[src/rtl/instruction_fetch.sv]
// Instruction fetch stage: holds the PC, issues one outstanding imem read at a time,
// and buffers returned words with their PC for decode. A redirect flushes the stage.
module instruction_fetch #(
    parameter int unsigned      XLEN       = 32,
    parameter logic [XLEN-1:0]  RESET_PC   = '0,
    parameter int unsigned      FIFO_DEPTH = 2
) (
    input  logic                clk,
    input  logic                rst_n,
    output logic                imem_req_valid,
    input  logic                imem_req_ready,
    output logic [XLEN-1:0]     imem_addr,
    input  logic                imem_rsp_valid,
    input  logic [31:0]         imem_rsp_data,
    input  logic                redirect_valid,
    input  logic [XLEN-1:0]     redirect_pc,
    output logic                if_valid,
    input  logic                if_ready,
    output logic [XLEN-1:0]     if_pc,
    output logic [31:0]         if_instruction
);

    localparam int unsigned INSN_W = 32;
    localparam int unsigned PTR_W  = (FIFO_DEPTH > 1) ? $clog2(FIFO_DEPTH) : 1;
    localparam int unsigned CNT_W  = PTR_W + 1;

    typedef struct packed {
        logic [XLEN-1:0]   pc;
        logic [INSN_W-1:0] insn;
    } entry_t;

    typedef enum logic [1:0] {
        S_FETCH = 2'd0,
        S_WAIT  = 2'd1,
        S_DRAIN = 2'd2
    } state_e;

    state_e             state_q, state_d;
    logic [XLEN-1:0]    pc_q, pc_d;
    logic [XLEN-1:0]    req_pc_q, req_pc_d;
    logic [PTR_W-1:0]   wr_ptr_q, wr_ptr_d;
    logic [PTR_W-1:0]   rd_ptr_q, rd_ptr_d;
    logic [CNT_W-1:0]   count_q, count_d;
    entry_t             mem_q [FIFO_DEPTH];
    logic               req_valid_q, req_valid_d;
    logic [XLEN-1:0]    addr_q, addr_d;
    logic               if_valid_q, if_valid_d;
    entry_t             head_q, head_d;

    logic               hs;
    logic               push;
    logic               pop;
    entry_t             push_entry;
    logic               unused_redirect_lsb;

    assign unused_redirect_lsb = ^redirect_pc[1:0];

    // Next-state for the fetch FSM, FIFO bookkeeping and registered outputs.
    always_comb begin
        state_d     = state_q;
        pc_d        = pc_q;
        req_pc_d    = req_pc_q;
        wr_ptr_d    = wr_ptr_q;
        rd_ptr_d    = rd_ptr_q;
        count_d     = count_q;
        head_d      = head_q;

        hs          = (state_q == S_FETCH) && req_valid_q && imem_req_ready;
        push        = (state_q == S_WAIT) && imem_rsp_valid && !redirect_valid;
        pop         = if_valid_q && if_ready && !redirect_valid;
        push_entry  = '{pc: req_pc_q, insn: imem_rsp_data};

        case (state_q)
            S_FETCH: begin
                if (hs) begin
                    req_pc_d = pc_q;
                    pc_d     = pc_q + XLEN'(4);
                    state_d  = S_WAIT;
                end
            end
            S_WAIT, S_DRAIN: begin
                if (imem_rsp_valid) begin
                    state_d = S_FETCH;
                end
            end
            default: state_d = S_FETCH;
        endcase

        // Redirect wins over everything; a request already in flight becomes stale.
        if (redirect_valid) begin
            pc_d = {redirect_pc[XLEN-1:2], 2'b00};
            case (state_q)
                S_FETCH: state_d = hs ? S_DRAIN : S_FETCH;
                default: state_d = imem_rsp_valid ? S_FETCH : S_DRAIN;
            endcase
        end

        if (redirect_valid) begin
            wr_ptr_d = '0;
            rd_ptr_d = '0;
            count_d  = '0;
        end else begin
            if (push) begin
                wr_ptr_d = wr_ptr_q + PTR_W'(1);
            end
            if (pop) begin
                rd_ptr_d = rd_ptr_q + PTR_W'(1);
            end
            count_d = count_q + CNT_W'(push) - CNT_W'(pop);
            head_d  = (push && (rd_ptr_d == wr_ptr_q)) ? push_entry : mem_q[rd_ptr_d];
        end

        req_valid_d = (state_d == S_FETCH) && (count_d < CNT_W'(FIFO_DEPTH));
        addr_d      = pc_d;
        if_valid_d  = (count_d != '0);
    end

    always_ff @(posedge clk or negedge rst_n) begin
        if (!rst_n) begin
            state_q     <= S_FETCH;
            pc_q        <= RESET_PC;
            req_pc_q    <= '0;
            wr_ptr_q    <= '0;
            rd_ptr_q    <= '0;
            count_q     <= '0;
            req_valid_q <= 1'b0;
            addr_q      <= RESET_PC;
            if_valid_q  <= 1'b0;
            head_q      <= '0;
        end else begin
            state_q     <= state_d;
            pc_q        <= pc_d;
            req_pc_q    <= req_pc_d;
            wr_ptr_q    <= wr_ptr_d;
            rd_ptr_q    <= rd_ptr_d;
            count_q     <= count_d;
            req_valid_q <= req_valid_d;
            addr_q      <= addr_d;
            if_valid_q  <= if_valid_d;
            head_q      <= head_d;
        end
    end

    // FIFO storage; head is mirrored into head_q so if_* come straight from flops.
    always_ff @(posedge clk or negedge rst_n) begin
        if (!rst_n) begin
            for (int i = 0; i < int'(FIFO_DEPTH); i++) begin
                mem_q[i] <= '0;
            end
        end else if (push) begin
            mem_q[wr_ptr_q] <= push_entry;
        end
    end

    assign imem_req_valid = req_valid_q;
    assign imem_addr      = addr_q;
    assign if_valid       = if_valid_q;
    assign if_pc          = head_q.pc;
    assign if_instruction = head_q.insn;

endmodule

[config.mk]
export PLATFORM = sky130hd
export DESIGN_NAME = instruction_fetch
export DESIGN_NICKNAME = d
export VERILOG_FILES = /design/src/rtl/instruction_fetch.sv
export SDC_FILE = /design/constraint.sdc
export NUM_CORES = 1
export LEC_CHECK = 0
export BUFFER_PORTS_ARGS = -buffer_cell sky130_fd_sc_hd__buf_4
export CAP_MARGIN = 20
export CORE_MARGIN = 2
export CORE_UTILIZATION = 62
export CTS_CLUSTER_DIAMETER = 50
export DETAILED_ROUTE_END_ITERATION = 8
export MAX_ROUTING_LAYER = met4
export PLACE_DENSITY = 0.86
export SYNTH_ARGS = -nofsm -noshare
export SYNTH_HDL_FRONTEND = slang
export SYNTH_SLANG_ARGS = --single-unit
[constraint.sdc]
create_clock -name clk -period 6.6 [get_ports clk]
set_input_delay 0.66 -clock clk [delete_from_list [all_inputs] [get_ports clk]]
set_output_delay 0.66 -clock clk [all_outputs]
set_load 0.02 [all_outputs]
**Word-level counts from Yosys, hierarchy flattened**

Cells that the tools add are included.

- Add/sub/neg operators: 5
- $lt $le $gt $ge: 4
- Equal/unequal tests: 3
- Mux-type cells: 23
- Bitwise logic cells: 2
- Reductions and logical operators: 19

Operator list:

| operator | count |
|---|---|
| two-way mux 64 bit | 5 |
| bitwise mux 128 bit | 1 |
| two-way mux 32 bit | 3 |
| demux 64 bit (select 1 bit) | 1 |
| adder 32 x 3 -> 32 bit (second input constant) | 1 |
| two-way mux 2 bit | 7 |
| logical AND 1 bit | 9 |
| nonzero test 2 bit | 4 |
| two-way mux 1 bit | 5 |
| greater-or-equal comparator 2 bit (second input constant) | 2 |
| logical NOT 2 bit | 2 |
| inverter 1 -> 2 bit | 2 |
| one-hot mux 2 bit (2 select lines) | 1 |
| AND reduction 2 bit | 2 |
| adder 1 bit (second input constant) | 2 |
| adder 2 x 1 -> 2 bit | 1 |
| equality test 2 x 1 -> 1 bit (second input constant) | 1 |
| equality test 2 bit (second input constant) | 1 |
| less-than comparator 2 x 1 -> 1 bit (second input constant) | 1 |
| less-than comparator 2 bit (second input constant) | 1 |
| OR reduction 2 bit | 1 |
| subtractor 2 x 1 -> 2 bit | 1 |
| equality test 1 bit | 1 |
| logical NOT 1 bit | 1 |

- Register bits after elaboration: 264

**Depth between registers and ports, before layout**

- Word-level depth: 9
- Gate-level depth with buffers: 12
- Mapped depth without buffers: 11

**Least setup slack after synthesis**

OpenSTA, ideal clock, no wires.

- Kind: input to register
- From: input port redirect_valid
- To: register if_valid_q (netlist: if_valid)
- Setup time: 127 ps
- Data arrival time: 2383 ps
- Required time: 6473 ps
- Slack: 4090 ps
- Stages: 9
- Cell sequence: clkbuf_1 > and3b_1 > buf_2 > clkbuf_1 > ha_1 > inv_1 > ha_1 > nor2b_1 > or2_2

- Longest elaborated chain between the ends: 6
- Elaborated cells between the ends (all ways): 7
- Those cells by class: add/sub: 2; mux: 1; reduce/logical: 4

Ends and longest elaborated chain:

| what | RTL line | source |
|---|---|---|
| from (decl) | 15 | `input logic redirect_valid,` |
| logical NOT 1 bit | 69, 70 |  |
| logical AND 1 bit | 69 | `push = (state_q == S_WAIT) && imem_rsp_valid && !redirect_valid;` |
| adder 2 x 1 -> 2 bit | 109 | `count_d = count_q + CNT_W'(push) - CNT_W'(pop);` |
| subtractor 2 x 1 -> 2 bit | 109 |  |
| two-way mux 2 bit * | 98 | `if (redirect_valid) begin` |
| via count_d[0] | 43 | `logic [CNT_W-1:0] count_q, count_d;` |
| nonzero test 2 bit * | 115 | `if_valid_d = (count_d != '0);` |
| via if_valid_d | 47 | `logic if_valid_q, if_valid_d;` |
| to (signal assigned) | 139 | `if_valid_q <= if_valid_d;` |
| to (decl) | 47 |  |

The timed path passes the listed nets; every way through them passes the cells marked *.
A chain may end at the register's enable or synchronous reset.

**Worst setup path in the final report**

- From: register state_q[1]
- To: register mem_q[124] (netlist name)

- Longest elaborated chain between the ends: 3

Ends and longest elaborated chain:

| what | RTL line | source |
|---|---|---|
| from (decl) | 38 | `state_e state_q, state_d;` |
| from (signal assigned) | 131 | `state_q <= state_d;` |
| equality test 2 x 1 -> 1 bit | 69 |  |
| logical AND 1 bit (2 in a row) | 69 |  |
| to (signal, indexed assignment) | 151 | `mem_q[wr_ptr_q] <= push_entry;` |
| to (decl) | 44 | `entry_t mem_q [FIFO_DEPTH];` |

No other way between the ends.

==> summary.md <==
| Metric | Value |
|---|---|
| Status | finished with violations |
| Violations in the final reports | DRC |
| DR vias/cell | around 6.4 |
| Synth Flop Type | sky130_fd_sc_hd__dfrtp_1 |
| Worst-Margin Slew | 1.11 ns |
| Biggest area contributors in the synthesized netlist | sky130_fd_sc_hd__dfrtp_1 (55%), sky130_fd_sc_hd__mux2_2 (14%), sky130_fd_sc_hd__mux2i_1 (3.3%) |
| CTS Root Buffer Type | sky130_fd_sc_hd__clkbuf_16 |
| Antenna fix cells | 0 |
| End of the worst register-to-register path | mem_q[124] |
| Clock edge transition at the registers on the reported setup and hold paths | 0.06 ns |
| Endpoint required time on the critical path | about 7 ns |
| Maximum Capacitance Violations | 0 |
| Proportion of total power due to net switching | 0.330 |
| Type of element launching the critical path | register |
| Share of the synthesized area in the top cell type | 0.549 |
| Number of sinks on the clock net | between 200 and 300 |
| Worst setup endpoint | mem_q[124] |
| Slowest stage cell on the critical path | sky130_fd_sc_hd__nor2_4 |
| Half-perimeter wire length after detailed placement | around 17,000 um |
| Final Routed Wirelength | between 20,000 and 30,000 um |
| Worst skew pair latency | about 0.53 ns |
| Y dimension of the die | roughly 140 um |
| Number of buffers created by CTS | 28 |
| CP Data Arrival Time | between 4 and 5 ns |
| Number of optimization iterations in the first detailed-route pass | 7 |
| Fin. max-slew vios | 0 |
| Share of synthesized flip-flops with an asynchronous set or reset | 1.00 |
| Post-synth EDFFs | 0 |
| Total track usage | 0.299 |
| Worst hold-check path type | in -> async |
| Number of flip-flops and latches in the synthesized netlist | about 250 |
| Number of primary I/O pins | roughly 170 |
| Register-to-register setup slack | around 2.9 ns |
| Core footprint | 18,100 um2 |
| Worst slew margin | 0.257 |
| Placement row count | between 40 and 50 |
| Peak per-stage delay on the critical path | about 0.9 ns |
| Global-route wire length before repair | 46,100 um |
| Detail-routed net length per standard cell | roughly 21 um |
| Setup repair after global routing missed its margin | false |
| Netlist cell types | 42 |
| Most repeated cell in the gate-level netlist after synthesis | sky130_fd_sc_hd__dfrtp_1 |
| Final hold viol count | 0 |
| Number of nets in the layout | around 1,200 |
| Ranking of synthesized cells by instance count | sky130_fd_sc_hd__dfrtp_1 (254), sky130_fd_sc_hd__mux2_2 (148), sky130_fd_sc_hd__nor2_1 (69) |
| Highest net fanout along the worst path | 66 |
| Sequential share of the synthesized area | 0.549 |
| Cell type with the largest total area after synthesis | sky130_fd_sc_hd__dfrtp_1 |
| Die span in x | around 140 um |
| Clk buf depth | 3 |
| Number of warning messages in the yosys log | 0 |
| Internal power contribution | between 0.003 and 0.004 W |
| Final weighted congestion in routability-driven placement | roughly 0.84 |
| Summed negative setup slack over all endpoints | 0 ns |
| Hold buffers post-CTS | 0 |
| Post-route clock skew | about 0.015 ns |
| Crit-path cells | inv_1 > ha_1 > nand2_1 > nor2_4 > buf_4 > inv_1 > nor2_4 > buf_4 > mux2_2 |
| Post-CTS setup repair buffer count | 0 |
| Worst reg-to-reg path cell count | 9 |
| Residual antenna-violating net count after detailed routing | 0 |
| Period Utilization, post-route | 0.567 |
| Leakage power of the design | 6.58 nW |
| CTS tree | done |
| Ratio of cells with drive above 1 in the final layout | 0.333 |
| Effective utilization at floorplan | 0.639 |
| Final setup vio count | 0 |
| Antenna violations before repair | 0 |
| DRC violation count after routing | 1 |
| Power dissipated by switching net loads | approximately 0.0019 W |
| Count of H-tree levels built during CTS | 1 |
| Start of the worst register-to-register path | state_q[1] |
| CP Class | reg -> reg |
| Vias | roughly 8,700 |
| Area Growth Syn to Fin | 19.4% |
| Min Clock Period, post-route | around 3.7 ns |
| Share of total power in combinational logic | 0.283 |
| Count of buffers from port buffering | ~160 |
| First-iteration detailed-routing DRC count | slightly below 600 |
| Worst Setup SP | state_q[1] |
| Number of global-route vias before repair | 8,652 |
| Instance count of the mapped netlist | around 980 |
| Cts repair resizes | 0 |
| Maximum vdd drop | roughly 340 uV |
| Fillers | 1,189 |
| Power density cells | between 400 and 500 nW/um2 |
| Clk network pwr share | 0.268 |
| Achievable Freq | around 270 MHz |
| Portion of total power attributed to sequential cells | 0.449 |
| Global route overflow | 0 |
| Overall power | 0.00563 W |
| Synthesized area divided by synthesized cell count | 11.8 um2 |
| Maximum number of pins on one net before global-route repair | 100 |
| Summed instance area of the synthesized netlist | 11,600 um2 |
| Category of the worst setup path capture point | register |
| Die area | 19,800 um2 |
==> routing by layer <==
metal / GRT usage / routed length [um]
met1: 0.395 / 11800
met2: 0.481 / 14200
met3: 0.0513 / 1890
met4: 0.0884 / 768
met5: - / 0
==> power groups by stage <==
stage                     clock network, W  logic, W  registers [W]
final                              0.00151   0.00159        0.00252
after global routing               0.00159   0.00172        0.00259
after CTS                          0.00153   0.00160        0.00251
after detailed placement                 0   0.00158        0.00252
after global placement                   0   0.00152        0.00249
after floorplan                          0  0.000773        0.00265
==> how the worst min path moves through the flow <==
stage | from | end
2_1_floorplan | rst_n | count_q[0]
3_3_place_gp | if_pc[5] | if_pc[5]
3_5_place_dp | if_pc[5] | if_pc[5]
4_1_cts | rst_n | mem_q[93]
5_1_grt | rst_n | if_instruction[27]
6_report | rst_n | mem_q[93]
==> cells by family (layout without fill, tap and decap cells) <==
family,count (synthesis),count (layout),synth area share
AOI/OAI and AO/OA,182,182,0.111
muxes,186,186,0.177
DFF,254,254,0.549
xor gates and xnor gates,15,15,0.0120
and+or+nand+nor,248,248,0.112
other,1,4,0.000324
adders and majority gates,6,6,0.00648
buffers and inverters,92,233,0.0334
==> flip-flops by register name, summed over array words and instances, names as in the netlist <==
signal,count
count_q,2
if_instruction,32
if_pc,30
if_valid,1
imem_addr,30
imem_req_valid,1
mem_q,124
rd_ptr_q,1
req_pc_q,30
state_q,2
wr_ptr_q,1
==> layout by cell type, fill, tap and decap left out, types with 3 or more instances in the layout <==
master                        n
sky130_fd_sc_hd__and4_1       6
sky130_fd_sc_hd__xnor2_1      7
sky130_fd_sc_hd__buf_4      170
sky130_fd_sc_hd__nor4_1       3
sky130_fd_sc_hd__clkbuf_1     5
sky130_fd_sc_hd__dfrtp_1    253
sky130_fd_sc_hd__mux2_2     148
sky130_fd_sc_hd__conb_1       4
sky130_fd_sc_hd__a31oi_1     13
sky130_fd_sc_hd__mux2i_1     38
sky130_fd_sc_hd__o31ai_1     35
sky130_fd_sc_hd__or3_1        4
sky130_fd_sc_hd__and3_1       5
sky130_fd_sc_hd__or4_1       14
sky130_fd_sc_hd__o211ai_1     5
sky130_fd_sc_hd__nor3_1       3
sky130_fd_sc_hd__nand3_1     41
sky130_fd_sc_hd__clkinv_2     3
sky130_fd_sc_hd__inv_1       10
sky130_fd_sc_hd__nand2_1     54
sky130_fd_sc_hd__clkbuf_16   29
sky130_fd_sc_hd__o31a_1       5
sky130_fd_sc_hd__a32oi_1     37
sky130_fd_sc_hd__nor2_1      67
sky130_fd_sc_hd__and3b_1     25
sky130_fd_sc_hd__and2_1       3
sky130_fd_sc_hd__xor2_1       6
sky130_fd_sc_hd__clkbuf_8     8
sky130_fd_sc_hd__o21ai_0     58
sky130_fd_sc_hd__a2111oi_0   25
sky130_fd_sc_hd__ha_1         6
sky130_fd_sc_hd__nand4_1     12
==> cell type report <==
type / count / area (um2) / share of cell area
flip-flops and latches: 254 / 6360 / 0.459
multi-input cells: 641 / 4900 / 0.354
well taps: 229 / 287 / 0.0207
repair buffers: 173 / 1350 / 0.0973
clock buffers: 42 / 855 / 0.0618
inverters: 11 / 41.3 / 0.00298
clock inverters: 7 / 51.3 / 0.00371
==> metrics by stage <==
step | hold slack [ns] | area [um2] | cells | setup WS (ns) | utilization
2_1_floorplan | 0.364 | 11600 | 987 | 4.09 | -
3_3_place_gp | 0.474 | 12900 | 1306 | 2.84 | 0.709
3_5_place_dp | 0.480 | 12900 | 1306 | 2.79 | 0.709
4_1_cts | 0.188 | 13800 | 1355 | 2.90 | 0.759
5_1_grt | 0.209 | 13800 | 1357 | 2.74 | 0.762
6_report | 0.139 | 13800 | 1357 | 2.86 | 0.762
==> worst max-delay path: cells and delay by family, from the launching register on <==
family,cells,cell delay [ns]
simple gates,3,1.08
buf+inv,4,1.59
fa+ha+maj,1,0.15
mux,1,0.40
flops,1,0.37
Note: power is estimated with default switching activity, not from simulation.
